`src/rtl/weight_load_sched.sv`:
```
// Weight-load sequencer: fetches one group of packed ROM words per PE request,
// unpacks them into the lane bus and hands the group over with a valid/ack handshake.
module weight_load_sched #(
  parameter int ADDR_WIDTH      = 7,
  parameter int WEIGHT_WIDTH    = 7,
  parameter int LANES_PER_WORD  = 4,
  parameter int WORDS_PER_GROUP = 4,
  parameter int NUM_GROUPS      = 32,
  parameter int ROM_LATENCY     = 1,
  localparam int DATA_WIDTH     = LANES_PER_WORD * WEIGHT_WIDTH,
  localparam int LANES          = LANES_PER_WORD * WORDS_PER_GROUP,
  localparam int GIDX_WIDTH     = (NUM_GROUPS > 1) ? $clog2(NUM_GROUPS) : 1
) (
  input  logic                          clk,
  input  logic                          rst_n,
  input  logic                          start_i,
  input  logic [ADDR_WIDTH-1:0]         base_addr_i,
  input  logic                          load_req_i,
  output logic                          rom_en_o,
  output logic [ADDR_WIDTH-1:0]         rom_addr_o,
  input  logic [DATA_WIDTH-1:0]         rom_data_i,
  output logic [LANES*WEIGHT_WIDTH-1:0] w_bus_o,
  output logic                          w_valid_o,
  input  logic                          w_ack_i,
  output logic [GIDX_WIDTH-1:0]         group_idx_o,
  output logic [NUM_GROUPS-1:0]         new_weight_val_o,
  output logic                          busy_o,
  output logic                          done_o
);

  localparam int KW = $clog2(WORDS_PER_GROUP + 1);

  typedef enum logic [2:0] {IDLE, READ, WAIT, VALID, DONE} state_e;

  state_e                        state_q;
  logic [ADDR_WIDTH-1:0]         base_q;
  logic [ADDR_WIDTH-1:0]         romAddr_q;
  logic [ADDR_WIDTH-1:0]         romAddr_d;
  logic [GIDX_WIDTH-1:0]         group_q;
  logic [KW-1:0]                 word_q;
  logic [KW-1:0]                 issueK_q;
  logic [KW-1:0]                 wordSel;
  logic                          romEn_q;
  logic                          wValid_q;
  logic                          busy_q;
  logic                          done_q;
  logic [LANES*WEIGHT_WIDTH-1:0] wBus_q;
  logic [NUM_GROUPS-1:0]         newWeightVal_q;
  logic [ROM_LATENCY-1:0]        capVld_q;
  logic [KW-1:0]                 capK_q [ROM_LATENCY];
  logic                          lastCapture;

  // The first word of a group is issued straight out of IDLE, later ones from the word counter.
  always_comb begin
    wordSel   = (state_q == IDLE) ? '0 : word_q;
    romAddr_d = base_q
              + ADDR_WIDTH'(group_q) * ADDR_WIDTH'(WORDS_PER_GROUP)
              + ADDR_WIDTH'(wordSel);
  end

  assign lastCapture = capVld_q[ROM_LATENCY-1]
                    && (capK_q[ROM_LATENCY-1] == KW'(WORDS_PER_GROUP - 1));

  always_ff @(posedge clk or negedge rst_n) begin
    if (!rst_n) begin
      state_q        <= IDLE;
      base_q         <= '0;
      romAddr_q      <= '0;
      group_q        <= '0;
      word_q         <= '0;
      issueK_q       <= '0;
      romEn_q        <= 1'b0;
      wValid_q       <= 1'b0;
      busy_q         <= 1'b0;
      done_q         <= 1'b0;
      wBus_q         <= '0;
      newWeightVal_q <= '0;
      capVld_q       <= '0;
      for (int i = 0; i < ROM_LATENCY; i++) capK_q[i] <= '0;
    end else if (start_i) begin
      // Restart drops any in-flight reads; the lane bus keeps its stale contents.
      state_q        <= IDLE;
      base_q         <= base_addr_i;
      group_q        <= '0;
      word_q         <= '0;
      romEn_q        <= 1'b0;
      wValid_q       <= 1'b0;
      busy_q         <= 1'b0;
      done_q         <= 1'b0;
      newWeightVal_q <= '0;
      capVld_q       <= '0;
    end else begin
      capVld_q[0] <= romEn_q;
      capK_q[0]   <= issueK_q;
      for (int i = 1; i < ROM_LATENCY; i++) begin
        capVld_q[i] <= capVld_q[i-1];
        capK_q[i]   <= capK_q[i-1];
      end

      // Word k fills lanes k*LANES_PER_WORD.. with its most significant weight first.
      if (capVld_q[ROM_LATENCY-1]) begin
        for (int j = 0; j < LANES_PER_WORD; j++) begin
          wBus_q[(int'(capK_q[ROM_LATENCY-1]) * LANES_PER_WORD + j) * WEIGHT_WIDTH +: WEIGHT_WIDTH]
            <= rom_data_i[(LANES_PER_WORD - 1 - j) * WEIGHT_WIDTH +: WEIGHT_WIDTH];
        end
      end

      case (state_q)
        IDLE: begin
          if (load_req_i) begin
            state_q   <= READ;
            romEn_q   <= 1'b1;
            romAddr_q <= romAddr_d;
            issueK_q  <= '0;
            word_q    <= KW'(1);
            busy_q    <= 1'b1;
          end
        end
        READ: begin
          if (word_q == KW'(WORDS_PER_GROUP)) begin
            state_q <= WAIT;
            romEn_q <= 1'b0;
            word_q  <= '0;
          end else begin
            romAddr_q <= romAddr_d;
            issueK_q  <= word_q;
            word_q    <= word_q + KW'(1);
          end
        end
        WAIT: begin
          if (lastCapture) begin
            state_q  <= VALID;
            wValid_q <= 1'b1;
            busy_q   <= 1'b0;
          end
        end
        VALID: begin
          if (w_ack_i) begin
            wValid_q       <= 1'b0;
            newWeightVal_q <= {newWeightVal_q[NUM_GROUPS-2:0], 1'b1};
            if (group_q == GIDX_WIDTH'(NUM_GROUPS - 1)) begin
              state_q <= DONE;
              done_q  <= 1'b1;
            end else begin
              state_q <= IDLE;
              group_q <= group_q + GIDX_WIDTH'(1);
            end
          end
        end
        DONE: begin
          state_q <= DONE;
        end
        default: state_q <= IDLE;
      endcase
    end
  end

  assign rom_en_o         = romEn_q;
  assign rom_addr_o       = romAddr_q;
  assign w_bus_o          = wBus_q;
  assign w_valid_o        = wValid_q;
  assign group_idx_o      = group_q;
  assign new_weight_val_o = newWeightVal_q;
  assign busy_o           = busy_q;
  assign done_o           = done_q;

endmodule

```
`config.mk`:
```
export PLATFORM = sky130hd
export DESIGN_NAME = weight_load_sched
export DESIGN_NICKNAME = d
export VERILOG_FILES = /design/src/rtl/weight_load_sched.sv
export SDC_FILE = /design/constraint.sdc
export NUM_CORES = 1
export LEC_CHECK = 0
export ABC_AREA = 1
export ABC_CLOCK_PERIOD_IN_PS = 4600
export CORE_ASPECT_RATIO = 1.1
export CORE_MARGIN = 2
export CORE_UTILIZATION = 53
export CTS_BUF_LIST = sky130_fd_sc_hd__clkbuf_4 sky130_fd_sc_hd__clkbuf_8 sky130_fd_sc_hd__clkbuf_16
export DETAILED_ROUTE_END_ITERATION = 10
export MAX_ROUTING_LAYER = met4
export PLACE_DENSITY = 0.91
export SYNTH_ARGS = -nofsm -noshare
export SYNTH_HDL_FRONTEND = slang
export SYNTH_SLANG_ARGS = --single-unit
export TNS_END_PERCENT = 5
```
`constraint.sdc`:
```
create_clock -name clk -period 4.6 [get_ports clk]
set_clock_uncertainty 0.05 [all_clocks]
set_input_delay 0.69 -clock clk [delete_from_list [all_inputs] [get_ports clk]]
set_output_delay 0.69 -clock clk [all_outputs]
set_load 0.01 [all_outputs]
```
## Word-level counts from Yosys, hierarchy flattened

Index checks and enable logic that the tools add are counted.

- Output and inout bits: 160
- Register bits: 180
- Bits of input ports: 40

- Eq/ne operators: 14
- Shifts and indexed selects: 8
- Muxes and demuxes: 44
- Multipliers: 4
- Add/sub/neg operators: 11
- Bitwise logic cells: 1
- Reductions and logical operators: 19

Operator list:

| kind | count |
|---|---|
| $bwmux 112 | 4 |
| $shift 7x33->112 const A | 4 |
| $shiftx 7x33->112 | 4 |
| $neg 9->33 | 3 |
| $mux 32 | 3 |
| $mux 3 | 11 |
| $neg 8->33 | 1 |
| $mul 6x3->9 const B | 3 |
| $mux 5 | 4 |
| $pmux 3 s5 | 1 |
| $reduce_and 3->1 | 5 |
| $mux 7 | 2 |
| $pmux 7 s2 | 1 |
| $mux 1 | 13 |
| $add 5x2->6 const B | 2 |
| $ne 3x3->1 const B | 4 |
| $pmux 3 s2 | 2 |
| $eq 3x2->1 const B | 3 |
| $reduce_bool 3->1 | 3 |
| $reduce_and 4->1 | 2 |
| $reduce_bool 2->1 | 4 |
| $add 7x3->7 | 1 |
| $add 7x7->7 | 1 |
| $add 5x1->6 const B | 1 |
| other kinds (12) | 19 |

## Longest topological paths before layout

Gate-level depths: netlist of the first run.

- Depth in word-level cells: 7
- Gate-level depth with buffers: 22
- Depth with buffers taken out: 20

## Least setup slack after synthesis of the first run

Ideal clock, no wire load.

- Path kind: reg2reg
- Start: reg capK_q[0] in the netlist's numbering
- End: reg wBus_q[16], in the netlist w_bus_o[16]
- Path slack: 1.128 ns
- Cell stages (with the launch flop): 16
- Arrival time: 3.297 ns
- Clock period less this slack: 3.472 ns
- Data required time: 4.425 ns
- Path through: dfrtp_1 -> buf_4 -> inv_1 -> clkbuf_1 -> clkbuf_1 -> ha_1 -> nor2_4 -> buf_6 -> nand3_4 -> nor2_4 -> ha_1 -> nand2_1 -> nor3_1 -> nor2_1 -> nor2_1 -> mux2_2

- Cells in the longest elaborated chain, start to end: 7

Ends and longest elaborated chain:

| item | line | RTL |
|---|---|---|
| from (decl) | 50 | `logic [KW-1:0] capK_q [ROM_LATENCY];` |
| from (signal, indexed assignment) | 97 | `capK_q[i] <= capK_q[i-1];` |
| $add 5x1->6 / $mul 3x3->6 (equally long branches) | 103 | `wBus_q[(int'(capK_q[ROM_LATENCY-1]) * LANES_PER_WORD + j) * WEIGHT_WIDTH +: WEIGHT_WIDTH]` |
| $mul 6x3->9 / $neg 8->33 (equally long branches) | 103, 104 |  |
| $neg 9->33 (tied with other cells) | 104 | `<= rom_data_i[(LANES_PER_WORD - 1 - j) * WEIGHT_WIDTH +: WEIGHT_WIDTH];` |
| $shiftx 7x33->112 (tied with other cells) | 103 |  |
| $bwmux 112 (2 in series) | 103 |  |
| $bwmux 112 (*) | 103 |  |
| to (signal assigned) | 76 | `wBus_q <= '0;` |
| to (decl) | 47 | `logic [LANES*WEIGHT_WIDTH-1:0] wBus_q;` |

Mark *: on every way between the ends. The rest lies on a longest branch, timed or not.
A chain may end at the register's enable or synchronous reset.

## Worst setup path after layout of the first run

- Start: reg capK_q[1] in the netlist's numbering
- End: reg wBus_q[20], in the netlist w_bus_o[20]

The elaborated chain is that of the path after synthesis.

==> qor.txt, run 1 <==
1st-iter DRT viols: 988
Final wirelength: 38.1 mm
CTS tree: built
Hold violation count in the final report: 0
# placed instances: 1873
Std-Cell Rows: 54
CTS sink count: 180
Critical path data required time: 4930 ps
Total GRT Usage: 37.5%
Worst VDD drop: 369 uV
Via density: 5.78
Delay-heaviest family, CP: simple AND/OR/NAND/NOR gates
RSZ-0062 raised after global routing: false
Gates resized, CTS repair: 0
Worst EP arrival: 4320 ps
FMAX: 0.251 GHz
Synth Area per Inst: 7.31 um2
Setup crit end kind: flop
Adder-cell share of the synthesized area: 4.00%
Pre-antenna DRT Iters: 6
Post-cts hold buffer count: 0
Mux share of post-synthesis cell area: 0.954%
Synth Area in XOR/XNOR: 0.412%
Slowest cell delay on critical path: 590 ps
Fin crit share: 86.7%
Synth Area in Simple Gates: 34.8%
Initial core utilization: 53.9%
Antenna violations before repair: 0
Outcome: complete, no violations
DR vias: 11000
Worst-skew pair later-pin latency: 460 ps
Slew Limit Fails: 0
PwrDens: 578 mW/mm2
Warnings, synthesis: 0
Max Root-Sink Buffers: 2
Gr ovfl total: 0
P_leak: 6.67 nW
Crit-path cells: inv_1 -> ha_1 -> fa_1 -> inv_1 -> nand3_1 -> nor2_1 -> nand2_1 -> nand3_4 -> nor2_4 -> nand2_1 -> nor2_2 -> nand2_1 -> nand3_2 -> nand2_1 -> nand2_1
Max-cap violation count: 0
DIE AREA: 0.0212 mm2
# DRC: 0
Area Overhead vs Synth: 26.8%
Final #Nets: 1711
CP Class: reg -> reg
Clock slew at reported path FFs: 80 ps
Largest net degree at the start of global routing: 69
Period minus WS final: 3990 ps
CP dominant cell by count: nand2_1
Ratio of cells with drive above 1 in the final layout: 6.84%
Cell variety after synth: 47
Synth Cell Area: 0.0106 mm2
Register area share after synthesis: 42.4%
CP startpoint kind: flop
Diodes inserted: 0
Synth Area in Compound Gates: 9.63%
CP max stage cell: fa_1
Post-synth EDFFs: 0
Core ar.: 0.0197 mm2
Hold crit path type: in -> async
Setup_tns: 0 ps
Maximum fanout along the worst path: 14
Syn_nets: 1524
Drt wl/cell: 20.0 um
Max-slew headroom: 29.6%
HPWL Detailed: 29.0 mm
IO Port Bufs: 199
Count of final setup violators: 0
Die Span X: 139 um
Buffer count from post-CTS setup fixing: 0
Num CTS Buffers: 17
Die Span Y: 153 um
CTS root buffer: clkbuf_16
CTS H-tree lvls: 4
Main combinational cell family by area after synthesis: simple AND/OR/NAND/NOR gates
Main synth FF type: dfrtp_1
Fin cells: 1905
Buf/Inv on CP: 2
Synth Register Bits: 180
Vias in the first global route: 11000
Asr flop ratio synth: 100%
First-pass GRT wire length: 60.4 mm
GPL Wtd Cong: 1.05
I/O pin count: 200
Synth Instances: 1453
Final ANT Viol Nets: 0
Worst slew pin tran: 1050 ps
==> cell type report <==
class | count | area [um2]
repair buffers | 219 | 2160
well taps | 252 | 315
clock buffers | 17 | 425
fillers | 1674 | 6250
multi-input cells | 1068 | 5290
flip-flops and latches | 180 | 4510
clock inverters | 15 | 198
inverters | 154 | 582
==> cells in the mapped netlist (7+ instances only) <==
master / count / area (um2)
o21ai_0: 59 / 295
nor2_2: 9 / 56.3
a31oi_1: 10 / 62.6
buf_2: 12 / 60.1
nand3_1: 123 / 616
clkbuf_1: 23 / 86.3
a21oi_1: 32 / 160
ha_1: 26 / 325
inv_1: 146 / 548
nand4_1: 29 / 181
o21ai_1: 11 / 55.1
nand2_2: 8 / 50.1
mux2_2: 9 / 101
o22ai_1: 41 / 257
nor2_1: 140 / 526
dfrtp_1: 180 / 4500
buf_1: 7 / 26.3
buf_4: 7 / 52.6
nor3_1: 17 / 85.1
nand2_1: 495 / 1860
==> cell usage in the layout (no fill, tap or decap), types with 10 or more instances in the layout <==
cell,synthesis,final
dfrtp_1,180,179
nor3_1,17,17
clkdlybuf4s50_1,0,198
nand2_1,495,495
nor2_1,140,139
o21ai_0,59,59
nor2_2,9,10
nand4_1,29,29
nand3_1,123,123
a31oi_1,10,10
o22ai_1,41,41
buf_4,7,19
o21ai_1,11,11
ha_1,26,26
inv_1,146,146
a21oi_1,32,32
clkbuf_16,0,17
==> logic make-up (layout without fill, tap and decap cells) <==
| kind of cell | Yosys count | count (layout) |
|---|---|---|
| flip-flops | 180 | 180 |
| AND/OR/NAND/NOR | 849 | 849 |
| XOR/XNOR | 5 | 5 |
| adder cells (fa/ha/maj) | 31 | 31 |
| AO/OA/AOI/OAI | 174 | 174 |
| multiplexers | 9 | 9 |
| buffers and inverters | 205 | 405 |
==> through the flow <==
stage | hold slack [ps] | power, mW | utilization [%] | setup WS [ps] | instance area, um2
after detailed placement | 414 | 6.15 | 65.1 | 672 | 12900
after global placement | 407 | 6.11 | 65.1 | 775 | 12900
after CTS | 202 | 7.68 | 68.3 | 657 | 13500
after floorplan | 344 | 4.58 | - | 1130 | 10600
final | 160 | 7.79 | 68.3 | 612 | 13500
after global routing | 223 | 8.19 | 68.3 | 252 | 13500
==> state kept, by name, indices dropped and copies added (netlist names), 3 cells and up <==
register,cells
rom_addr_o,7
state_q,3
capK_q,3
new_weight_val_o,32
base_q,7
word_q,3
group_idx_o,5
w_bus_o,112
issueK_q,3
==> power breakdown <==
group | internal [mW] | leakage [nW] | switching (mW)
Combinational | 1.21 | 3.95 | 3.00
Sequential | 1.86 | 2.41 | 0.189
Clock | 0.751 | 0.297 | 0.784
==> per-layer routing <==
metal	global-route usage, %	vias up	share of wire [%]
li1	-	5071	-
met1	44.5	5201	38
met2	61.2	594	48
met3	8.14	137	8.6
met4	17.3	0	5.0
met5	-	-	0
==> path summary, 6_finish.rpt <==
| check | from | endpoint | slack [ps] | depth (start not counted) |
|---|---|---|---|---|
| setup / recovery | capK_q[1]$_DFFE_PN0N_ | w_bus_o[20]$_DFFE_PN0P_ | 610 | 15 |
| hold / removal | rst_n | w_bus_o[69]$_DFFE_PN0P_ | 160 | 1 |
| setup reg to reg | capK_q[1]$_DFFE_PN0N_ | w_bus_o[20]$_DFFE_PN0P_ | 610 | 15 |
| hold reg to reg | rom_addr_o[1]$_DFFE_PN0P_ | rom_addr_o[1]$_DFFE_PN0P_ | 430 | 2 |
| max in group asynchronous | rst_n | capVld_q$_DFF_PN0_ | 3260 | 2 |
| min in group clk | rom_addr_o[1]$_DFFE_PN0P_ | rom_addr_o[1]$_DFFE_PN0P_ | 430 | 2 |
Note: power is estimated with default switching activity, not from simulation.
==> inputs of run 2 (changes only) <==
--- a/config.mk
+++ b/config.mk
@@ -8,7 +8,7 @@
 export ABC_AREA = 1
 export ABC_CLOCK_PERIOD_IN_PS = 4600
 export CORE_ASPECT_RATIO = 1.1
-export CORE_MARGIN = 2
+export CORE_MARGIN = 5
 export CORE_UTILIZATION = 53
 export CTS_BUF_LIST = sky130_fd_sc_hd__clkbuf_4 sky130_fd_sc_hd__clkbuf_8 sky130_fd_sc_hd__clkbuf_16
 export DETAILED_ROUTE_END_ITERATION = 10
==> run 2 against run 1 <==
  * Worst setup slack worse by 70 ps
  * Sequential cell count stayed put
  * Routed wire length is 2.5% higher
  * Cell area is 0.31% higher
  * Clock power is 4% higher
  * Critical endpoint is now w_bus_o[53]$_DFFE_PN0P_
  * Largest power group unchanged
==> qor.txt, run 2 (synthesized netlist as in run 1, its figures left out) <==
Outcome: complete, no violations
Worst R2R Start: capK_q[1]$_DFFE_PN0N_
Slowest cell delay on critical path: 540 ps
Fin crit share: 88.2%
1st-iter DRT viols: 1000
RSZ-0062 raised after global routing: false
PwrDens: 584 mW/mm2
Setup_tns: 0 ps
# DRC: 0
P_leak: 6.69 nW
CP startpoint kind: flop
Total GRT Usage: 34.7%
HPWL Detailed: 30.0 mm
Worst EP arrival: 4380 ps
Die Span Y: 159 um
Final #Nets: 1713
IO Port Bufs: 199
Hold violation count in the final report: 0
CTS root buffer: clkbuf_16
Max-cap violation count: 0
Ratio of cells with drive above 1 in the final layout: 6.89%
Hold_ws: 318 ps
Pre-CTS setup slack: 609 ps
GPL Wtd Cong: 1.02
Worst slew pin tran: 1060 ps
Final ANT Viol Nets: 0
Die Span X: 145 um
Via density: 5.75
Gates resized, CTS repair: 0
Post-cts hold buffer count: 0
Commonest non-fill, non-tap cell in the layout: nand2_1
DR vias: 11000
Most frequent cells in the layout: 495 x nand2_1, 198 x clkdlybuf4s50_1, 179 x dfrtp_1, 146 x inv_1, 140 x nor2_1
First-pass GRT wire length: 60.8 mm
Area Overhead vs Synth: 27.2%
Max reg flops: 112
Crit-path cells: fa_1 -> ha_1 -> fa_1 -> inv_1 -> nand3_1 -> nor2_1 -> nand2_1 -> nand3_4 -> nor2_4 -> nand2_1 -> o21ai_0 -> nand2_1 -> nand2_1 -> nand2_1 -> nand2_1
FMAX: 0.246 GHz
Critical path data required time: 4920 ps
Pre-antenna DRT Iters: 5
Antenna violations before repair: 0
Worst-skew pair later-pin latency: 440 ps
Maximum fanout along the worst path: 14
# fillers: 1671
Setup crit end kind: flop
Largest net degree at the start of global routing: 105
Count of final setup violators: 0
DIE AREA: 0.0230 mm2
Diodes inserted: 0
CTS H-tree lvls: 4
CP dominant cell by count: nand2_1
Final worst setup slack: 541 ps
Initial core utilization: 53.7%
Slew Limit Fails: 0
CP Class: reg -> reg
Num CTS Buffers: 17
Final wirelength: 39.1 mm
Worst VDD drop: 456 uV
Hold crit path type: in -> async
Vias in the first global route: 11100
Std-Cell Rows: 54
CP max stage cell: dfrtp_1
Critical Path Source: capK_q[1]$_DFFE_PN0N_
Drt wl/cell: 20.5 um
Max-slew headroom: 29.4%
Period minus WS final: 4060 ps
Core ar.: 0.0198 mm2
Gr ovfl total: 0
I/O pin count: 200
Buffer count from post-CTS setup fixing: 0
Worst-case reg-to-reg path depth: 15
Fin util: 68.3%
CTS sink count: 180
Max Root-Sink Buffers: 2
CTS tree: built
Clock slew at reported path FFs: 80 ps
run 2: path summary, 6_finish.rpt:
check | end | slack, ps
worst max-delay path | w_bus_o[53]$_DFFE_PN0P_ | 540
worst min-delay path | w_bus_o[70]$_DFFE_PN0P_ | 320
worst max register to register | w_bus_o[53]$_DFFE_PN0P_ | 540
worst min register to register | w_bus_o[88]$_DFFE_PN0P_ | 430
max in group asynchronous | w_bus_o[49]$_DFFE_PN0P_ | 3250
min in group clk | w_bus_o[88]$_DFFE_PN0P_ | 430
run 2: per-layer routing:
layer / vias to the layer above / global-route usage (%) / share of wire [%]
li1: 5077 / - / -
met1: 5208 / 39.6 / 38
met2: 565 / 58.4 / 49
met3: 122 / 7.49 / 8.0
met4: 0 / 17.4 / 5.5
met5: - / - / 0
run 2: final cells by class:
class	count	area (um2)	share of cell area [%]
clock buffer	17	425	3.15
clock inverter	15	226	1.68
inverter	154	582	4.30
multi-input combinational	1068	5290	39.1
sequential	180	4510	33.3
tap	252	315	2.33
timing repair buffer	221	2170	16.1
run 2: per-stage QoR:
| stage | cells | power (mW) | cell area [um2] |
|---|---|---|---|
| CTS | 1907 | 7.82 | 13500 |
| global route | 1907 | 8.30 | 13500 |
| floorplan | 1453 | 4.58 | 10600 |
| global placement | 1875 | 6.20 | 12900 |
| detailed placement | 1875 | 6.22 | 12900 |
| finish | 1907 | 7.89 | 13500 |
run 2: critical path, delay by kind of cell (launching register included):
family | cells | cell delay (ps)
and+or+nand+nor | 10 | 1660
adders and majority gates | 3 | 1240
DFF | 1 | 540
AOI/OAI and AO/OA | 1 | 420
buffers and inverters | 1 | 90
run 2: power breakdown:
group | switching (mW) | internal, mW | total, mW
registers | 0.185 | 1.86 | 2.04
clock network | 0.739 | 0.848 | 1.59
logic | 3.05 | 1.21 | 4.26
==> inputs of run 3 (changes only) <==
--- a/config.mk
+++ b/config.mk
@@ -12,7 +12,6 @@
 export CORE_UTILIZATION = 53
 export CTS_BUF_LIST = sky130_fd_sc_hd__clkbuf_4 sky130_fd_sc_hd__clkbuf_8 sky130_fd_sc_hd__clkbuf_16
 export DETAILED_ROUTE_END_ITERATION = 10
-export MAX_ROUTING_LAYER = met4
 export PLACE_DENSITY = 0.91
 export SYNTH_ARGS = -nofsm -noshare
 export SYNTH_HDL_FRONTEND = slang
==> run 3 against run 2 <==
  * Clock power down 5%
  * Die area did not move
  * Combinational power about the same
  * Via count down 0.26%
  * Sequential cell count unchanged
  * Routed wire length up 0.44%
  * Total power down 1.3%
  * Non-clock buffer count up 2
  * First-iteration DRC count shrank 3.5%
  * Cell count rose by 0.10%
  * Critical path type unchanged
==> qor.txt, run 3 (synthesized netlist as in run 1, its figures left out) <==
# DRC: 0
Clock slew at reported path FFs: 80 ps
First-pass GRT wire length: 61.6 mm
CTS tree: built
RSZ-0062 raised after global routing: false
Gr ovfl total: 0
Via density: 5.73
GPL Wtd Cong: 0.987
Slew Limit Fails: 0
CP Class: reg -> reg
# fillers: 1643
Max Root-Sink Buffers: 2
Internal reg-to-reg setup slack: 560 ps
Worst VDD drop: 575 uV
Critical path data required time: 4930 ps
CTS sink count: 180
Buffer count from post-CTS setup fixing: 0
Final ANT Viol Nets: 0
Setup_tns: 0 ps
Die Span X: 145 um
Diodes inserted: 0
DIE AREA: 0.0230 mm2
# placed instances: 1877
Crit-path cells: buf_4 -> ha_1 -> ha_1 -> fa_1 -> inv_1 -> nand3_1 -> nor2_1 -> nand2_1 -> nand3_4 -> nor2_4 -> nand2_1 -> nor2_2 -> nand2_1 -> nand3_2 -> nand2_1 -> nand2_1
Area Overhead vs Synth: 26.8%
Max-cap violation count: 0
Period minus WS final: 4040 ps
Final wirelength: 39.2 mm
Hold violation count in the final report: 0
Max reg flops: 112
Largest net degree at the start of global routing: 105
Delay-heaviest family, CP: simple AND/OR/NAND/NOR gates
Total GRT Usage: 33.8%
Reg-to-Reg End: w_bus_o[20]$_DFFE_PN0P_
IO Port Bufs: 199
Post-cts hold buffer count: 0
Die Span Y: 159 um
Setup crit end kind: flop
Critical path depth in cells: 16
Pre-CTS setup slack: 644 ps
Final worst setup slack: 564 ps
Hold crit path type: in -> async
Outcome: complete, no violations
Ratio of cells with drive above 1 in the final layout: 7.00%
Antenna violations before repair: 0
Count of final setup violators: 0
Worst-case reg-to-reg path depth: 16
Worst-skew pair later-pin latency: 450 ps
Maximum fanout along the worst path: 35
Critical Path Source: capK_q[0]$_DFFE_PN0N_
Worst R2R Start: capK_q[0]$_DFFE_PN0N_
Vias in the first global route: 11200
I/O pin count: 200
Worst EP arrival: 4370 ps
Pre-antenna DRT Iters: 6
Slowest cell delay on critical path: 530 ps
CTS root buffer: clkbuf_16
CP max stage cell: fa_1
Gates resized, CTS repair: 0
Fin cells: 1909
CP dominant cell by count: nand2_1
Buf/Inv on CP: 2
CP startpoint kind: flop
P_leak: 6.68 nW
Num CTS Buffers: 17
1st-iter DRT viols: 965
Worst slew pin tran: 1040 ps
CTS H-tree lvls: 4
Core ar.: 0.0198 mm2
FMAX: 0.248 GHz
HPWL Detailed: 30.0 mm
Most frequent cells in the layout: 495 x nand2_1, 198 x clkdlybuf4s50_1, 179 x dfrtp_1, 146 x inv_1, 140 x nor2_1
Fin crit share: 87.7%
Max-slew headroom: 30.7%
Std-Cell Rows: 54
Final #Nets: 1715
Initial core utilization: 53.7%
Drt wl/cell: 20.5 um
PwrDens: 578 mW/mm2
Commonest non-fill, non-tap cell in the layout: nand2_1
DR vias: 10900
CP Capture Point: w_bus_o[20]$_DFFE_PN0P_
==> run 3: changes by cell type in the layout (fill, tap and decap cells not counted), sizes merged <==
cell,delta
bufinv,-2
buf,+2
clkinv,+2
==> run 3: power breakdown <==
group          total (mW)  switching, mW  internal [mW]  leakage [nW]
Sequential           2.05          0.189           1.86          2.41
Combinational        4.23           3.02           1.21          3.97
Clock                1.51          0.766          0.739         0.295
Total                7.78           3.98           3.81          6.68
==> run 3: final cells by class <==
| cell class | instances | area, um2 | share of cell area, % |
|---|---|---|---|
| clock buffers | 17 | 425 | 3.16 |
| clock inverters | 15 | 184 | 1.36 |
| inverters | 154 | 582 | 4.32 |
| multi-input cells | 1068 | 5290 | 39.3 |
| flip-flops and latches | 180 | 4510 | 33.4 |
| well taps | 252 | 315 | 2.34 |
| repair buffers | 223 | 2170 | 16.1 |
==> run 3: per-stage QoR <==
step	utilization [%]	total power [mW]	hold slack, ps	instance area [um2]
floorplan	-	4.58	344	10600
global placement	65.0	6.14	406	12900
detailed placement	65.0	6.17	415	12900
CTS	68.1	7.68	358	13500
global route	68.1	8.17	401	13500
finish	68.1	7.78	298	13500
==> run 3: worst min path at each step <==
stage	end	from	cells after the start
global route	w_bus_o[86]$_DFFE_PN0P_	rst_n	1
global placement	rom_addr_o[1]$_DFFE_PN0P_	rom_addr_o[1]$_DFFE_PN0P_	2
CTS	w_bus_o[70]$_DFFE_PN0P_	rst_n	1
detailed placement	rom_addr_o[6]$_DFFE_PN0P_	rom_addr_o[6]$_DFFE_PN0P_	2
floorplan	base_q[0]$_DFFE_PN0P_	rst_n	0
finish	w_bus_o[84]$_DFFE_PN0P_	rst_n	1
==> run 3: per-layer routing <==
metal  GRT usage, %  up-vias  wire length [um]
li1               -     5092                 -
met4           17.0        0              2070
met1           39.8     5177             14800
met5              0        -                 0
met3           8.43      129              3270
met2           58.1      546             19100
==> RTL change 1 (flow settings as in run 1) <==
Make the reset (`rst_n`) synchronous in one clocked block.
--- a/src/rtl/weight_load_sched.sv
+++ b/src/rtl/weight_load_sched.sv
@@ -61,7 +61,7 @@
   assign lastCapture = capVld_q[ROM_LATENCY-1]
                     && (capK_q[ROM_LATENCY-1] == KW'(WORDS_PER_GROUP - 1));
 
-  always_ff @(posedge clk or negedge rst_n) begin
+  always_ff @(posedge clk) begin
     if (!rst_n) begin
       state_q        <= IDLE;
       base_q         <= '0;
Check against the original RTL: differs if rst_n is asserted again (counterexample within 4 cycles, from zero or initial values and one cycle with rst_n low); with rst_n held inactive, the same outputs for 4 cycles.
==> RTL change 1 against run 1 <==
- area after synthesis fell by 14%
- worst hold slack improved by 0.24 ns
- sequential share of layout area fell by 3.1 points
- non-clock buffer count rose by 3
- final cell count fell by 8.8%
- fmax fell by 2.7%
- core utilization rose by 2.2 points
- worst setup slack got worse by 0.11 ns
- wire length fell by 15%
- global-route usage fell by 1.3 points
- design area fell by 11%
- sequential cell count did not move
Power is not compared: it rests on default switching activity, and its combinational part moved more than twofold at a synthesized area within 25%.
==> RTL change 1: results (changes against run 1) <==
| Metric | Value |
|---|---|
| Max transition margin | `35.0% (+5.4 points)` |
| Class of the worst hold path | `flop to flop` |
| Drt initial violations | `1032 (+4.5%)` |
| Synthesized Nets | `1366 (-10%)` |
| Worst setup endpoint | `w_bus_o[98]` |
| Routed length on met2 | `15600 um (-15%)` |
| Synth async-reset ratio | `0% (-100 points)` |
| Slowest-stage cell, CP | `edfxtp_1` |
| DP HPWL | `24200 um (-17%)` |
| Via density | `5.63 (-2.5%)` |
| Placer Congestion | `1.04 (-0.97%)` |
| Worst reg2reg path depth | `16 (+1)` |
| Reg-to-Reg Start | `capK_q[0][1]` |
| Met2 Resource Use GR | `59.9% (-1.3 points)` |
| First-pass GRT wire length | `49900 um (-17%)` |
| Total iterations of the first detailed-routing run | `5 (-1)` |
| M1 GR Usage | `42.4% (-2.1 points)` |
| Dpl ws | `0.571 ns (-0.100 ns)` |
| Largest net degree at the start of global routing | `104 (+51%)` |
| Largest stage delay on the critical path | `0.68 ns (+0.09 ns)` |
| Post-synth top cells | `nand2_1 (231), nor2_1 (186), dfxtp_1 (177)` |
| Status | `finished clean` |
| Synth area leaders | `dfxtp_1 (39%), nand2_1 (9.5%), nor2_1 (7.6%)` |
| Final worst slack | `0.502 ns (-0.109 ns)` |
| Vias in the first global route | `9316 (-16%)` |
| Mean area per synthesized cell | `7.07 um2 (-3.3%)` |
| Routed wl met3 | `2980 um (-9.4%)` |
| Nets | `1559 (-8.9%)` |
| Number of distinct library cells after synthesis | `42 (-11%)` |
| Fin cells | `1737 (-8.8%)` |
| Critical Path AT | `4.37 ns (+0.05 ns)` |
| M1 wire length | `12500 um (-14%)` |
| Crit-path leading delay family | `adder cells` |
| Ratio of cells with drive above 1 in the final layout | `9.51% (+2.7 points)` |
| Share of the yosys chip area belonging to registers | `39.6% (-2.8 points)` |
| CP Max Fanout | `13 (-1)` |
## RTL change 1: cell types whose count changed after synthesis, moves of 39 or more
cell,delta
nand3_1,-48
o21ai_0,+56
nor2_1,+46
nand2_1,-264
dfxtp_1,+177
dfrtp_1,-180
o22ai_1,-39
a21oi_1,+81
## RTL change 1: layout make-up
type | count | area, um2
multi-input combinational | 919 | 4750
inverter | 150 | 566
clock buffer | 20 | 454
clock inverter | 12 | 134
fill | 1435 | 5030
tap | 234 | 293
timing repair buffer | 222 | 2160
sequential | 180 | 3630
## RTL change 1: logic make-up (layout without fill, tap and decap cells)
family / count (synthesis) / after routing / share of synthesized area [%]
XOR/XNOR: 5 / 5 / 0.478
AND/OR/NAND/NOR: 593 / 593 / 29.5
AO/OA/AOI/OAI: 292 / 292 / 17.5
adder cells (fa/ha/maj): 29 / 29 / 4.37
flip-flops: 180 / 180 / 39.6
buffers and inverters: 198 / 404 / 8.58
==> RTL change 2 (config.mk and constraints of run 1) <==
Made on the original files. `ADDR_WIDTH`: 7 -> 8.
--- a/src/rtl/weight_load_sched.sv
+++ b/src/rtl/weight_load_sched.sv
@@ -1,7 +1,7 @@
 // Weight-load sequencer: fetches one group of packed ROM words per PE request,
 // unpacks them into the lane bus and hands the group over with a valid/ack handshake.
 module weight_load_sched #(
-  parameter int ADDR_WIDTH      = 7,
+  parameter int ADDR_WIDTH      = 8,
   parameter int WEIGHT_WIDTH    = 7,
   parameter int LANES_PER_WORD  = 4,
   parameter int WORDS_PER_GROUP = 4,
Interface: changed (resized base_addr_i and rom_addr_o); port bits go from 200 to 202. The function was not compared with the original's and may differ.
==> RTL change 2 against run 1 <==
- wire length grew 8.2%
- highest routed layer unchanged
- design area increased by 1.1%
- worst setup slack worse by 0.26 ns
- area after synthesis rose by 1.2%
- non-clock buffer count rose by 5
- count of clock-buffer cells in the layout stayed put
- power up 1.9%
- sequential cell count rose by 2
==> RTL change 2: results (changes against run 1) <==
| Metric | Value |
|---|---|
| GRT Overall Usage | `40.0% (+2.5 points)` |
| M1 wire length | `15500 um (+6.9%)` |
| Clock buf/inv share | `4.48% (-0.14 points)` |
| Status | `finished clean` |
| Met3 Usage GRT | `9.15% (+1.0 points)` |
| Total iterations of the first detailed-routing run | `8 (+2)` |
| Nets | `1725 (+0.82%)` |
| Number of fill cells in the layout | `1634 (-2.4%)` |
| Final non-clock buffer share | `16.1% (+0.13 points)` |
| Avg WL per Cell | `21.5 um (+7.6%)` |
| M1 GR Usage | `47.9% (+3.4 points)` |
| Synth Instances | `1461 (+0.55%)` |
| Final worst slack | `0.353 ns (-0.259 ns)` |
| Via density | `5.89 (+2.0%)` |
| Slowest-stage cell, CP | `dfrtp_1` |
| Cells after DPL | `1884 (+0.59%)` |
| #MultiIn Comb | `1075 (+0.66%)` |
| Largest net degree at the start of global routing | `83 (+20%)` |
| DP HPWL | `30800 um (+6.3%)` |
| Max transition margin | `30.0% (+0.43 points)` |
| Met2 Resource Use GR | `63.3% (+2.1 points)` |
| Static Leak | `6.66 nW (-0.13%)` |
| Inverters, non-clock | `151 (-1.9%)` |
| Dpl ws | `0.396 ns (-0.276 ns)` |
| Largest stage delay on the critical path | `0.53 ns (-0.06 ns)` |
| Final Util | `68.6% (+0.31 points)` |
| Routed wl met3 | `3980 um (+21%)` |
| Multi-input gate share of total cell area | `39.4% (+0.16 points)` |
| First-pass GRT wire length | `64200 um (+6.2%)` |
| Seq. cell area | `4550 um2 (+1.1%)` |
| Placement-stage cell area | `13000 um2 (+1.3%)` |
| Ratio of cells with drive above 1 in the final layout | `7.87% (+1.0 points)` |
| Number of distinct library cells after synthesis | `49 (+4.3%)` |
| Synth area leaders | `dfrtp_1 (42%), nand2_1 (17%), nand3_1 (5.1%)` |
| Placer Congestion | `0.993 (-5.2%)` |
| FF+latch count | `182 (+1.1%)` |
RTL change 2: worst max-delay path by stage:
stage,startpoint,endpoint,cells past startpoint
3_3_place_gp,capK_q[1],w_bus_o[6],15
2_1_floorplan,capK_q[0],w_bus_o[15],16
4_1_cts,capK_q[1],w_bus_o[37],17
5_1_grt,capK_q[0],w_bus_o[4],16
3_5_place_dp,capK_q[1],w_bus_o[37],17
6_report,capK_q[1],w_bus_o[4],15
RTL change 2: cells by family (layout without fill, tap and decap cells):
group,Yosys count,count (layout),synth area share [%]
buffers and inverters,204,407,7.66
DFF,182,182,42.4
adders and majority gates,33,33,4.19
muxes,5,5,0.524
xor gates and xnor gates,2,2,0.163
and+or+nand+nor,836,836,34.2
AOI/OAI and AO/OA,199,199,10.9
RTL change 2: critical path, delay by kind of cell (launching register included):
kind,cells,cell delay [ns]
adder cells (fa/ha/maj),4,1.69
AND/OR/NAND/NOR,7,1.35
flip-flops,1,0.53
buffers and inverters,3,0.44
AO/OA/AOI/OAI,1,0.11
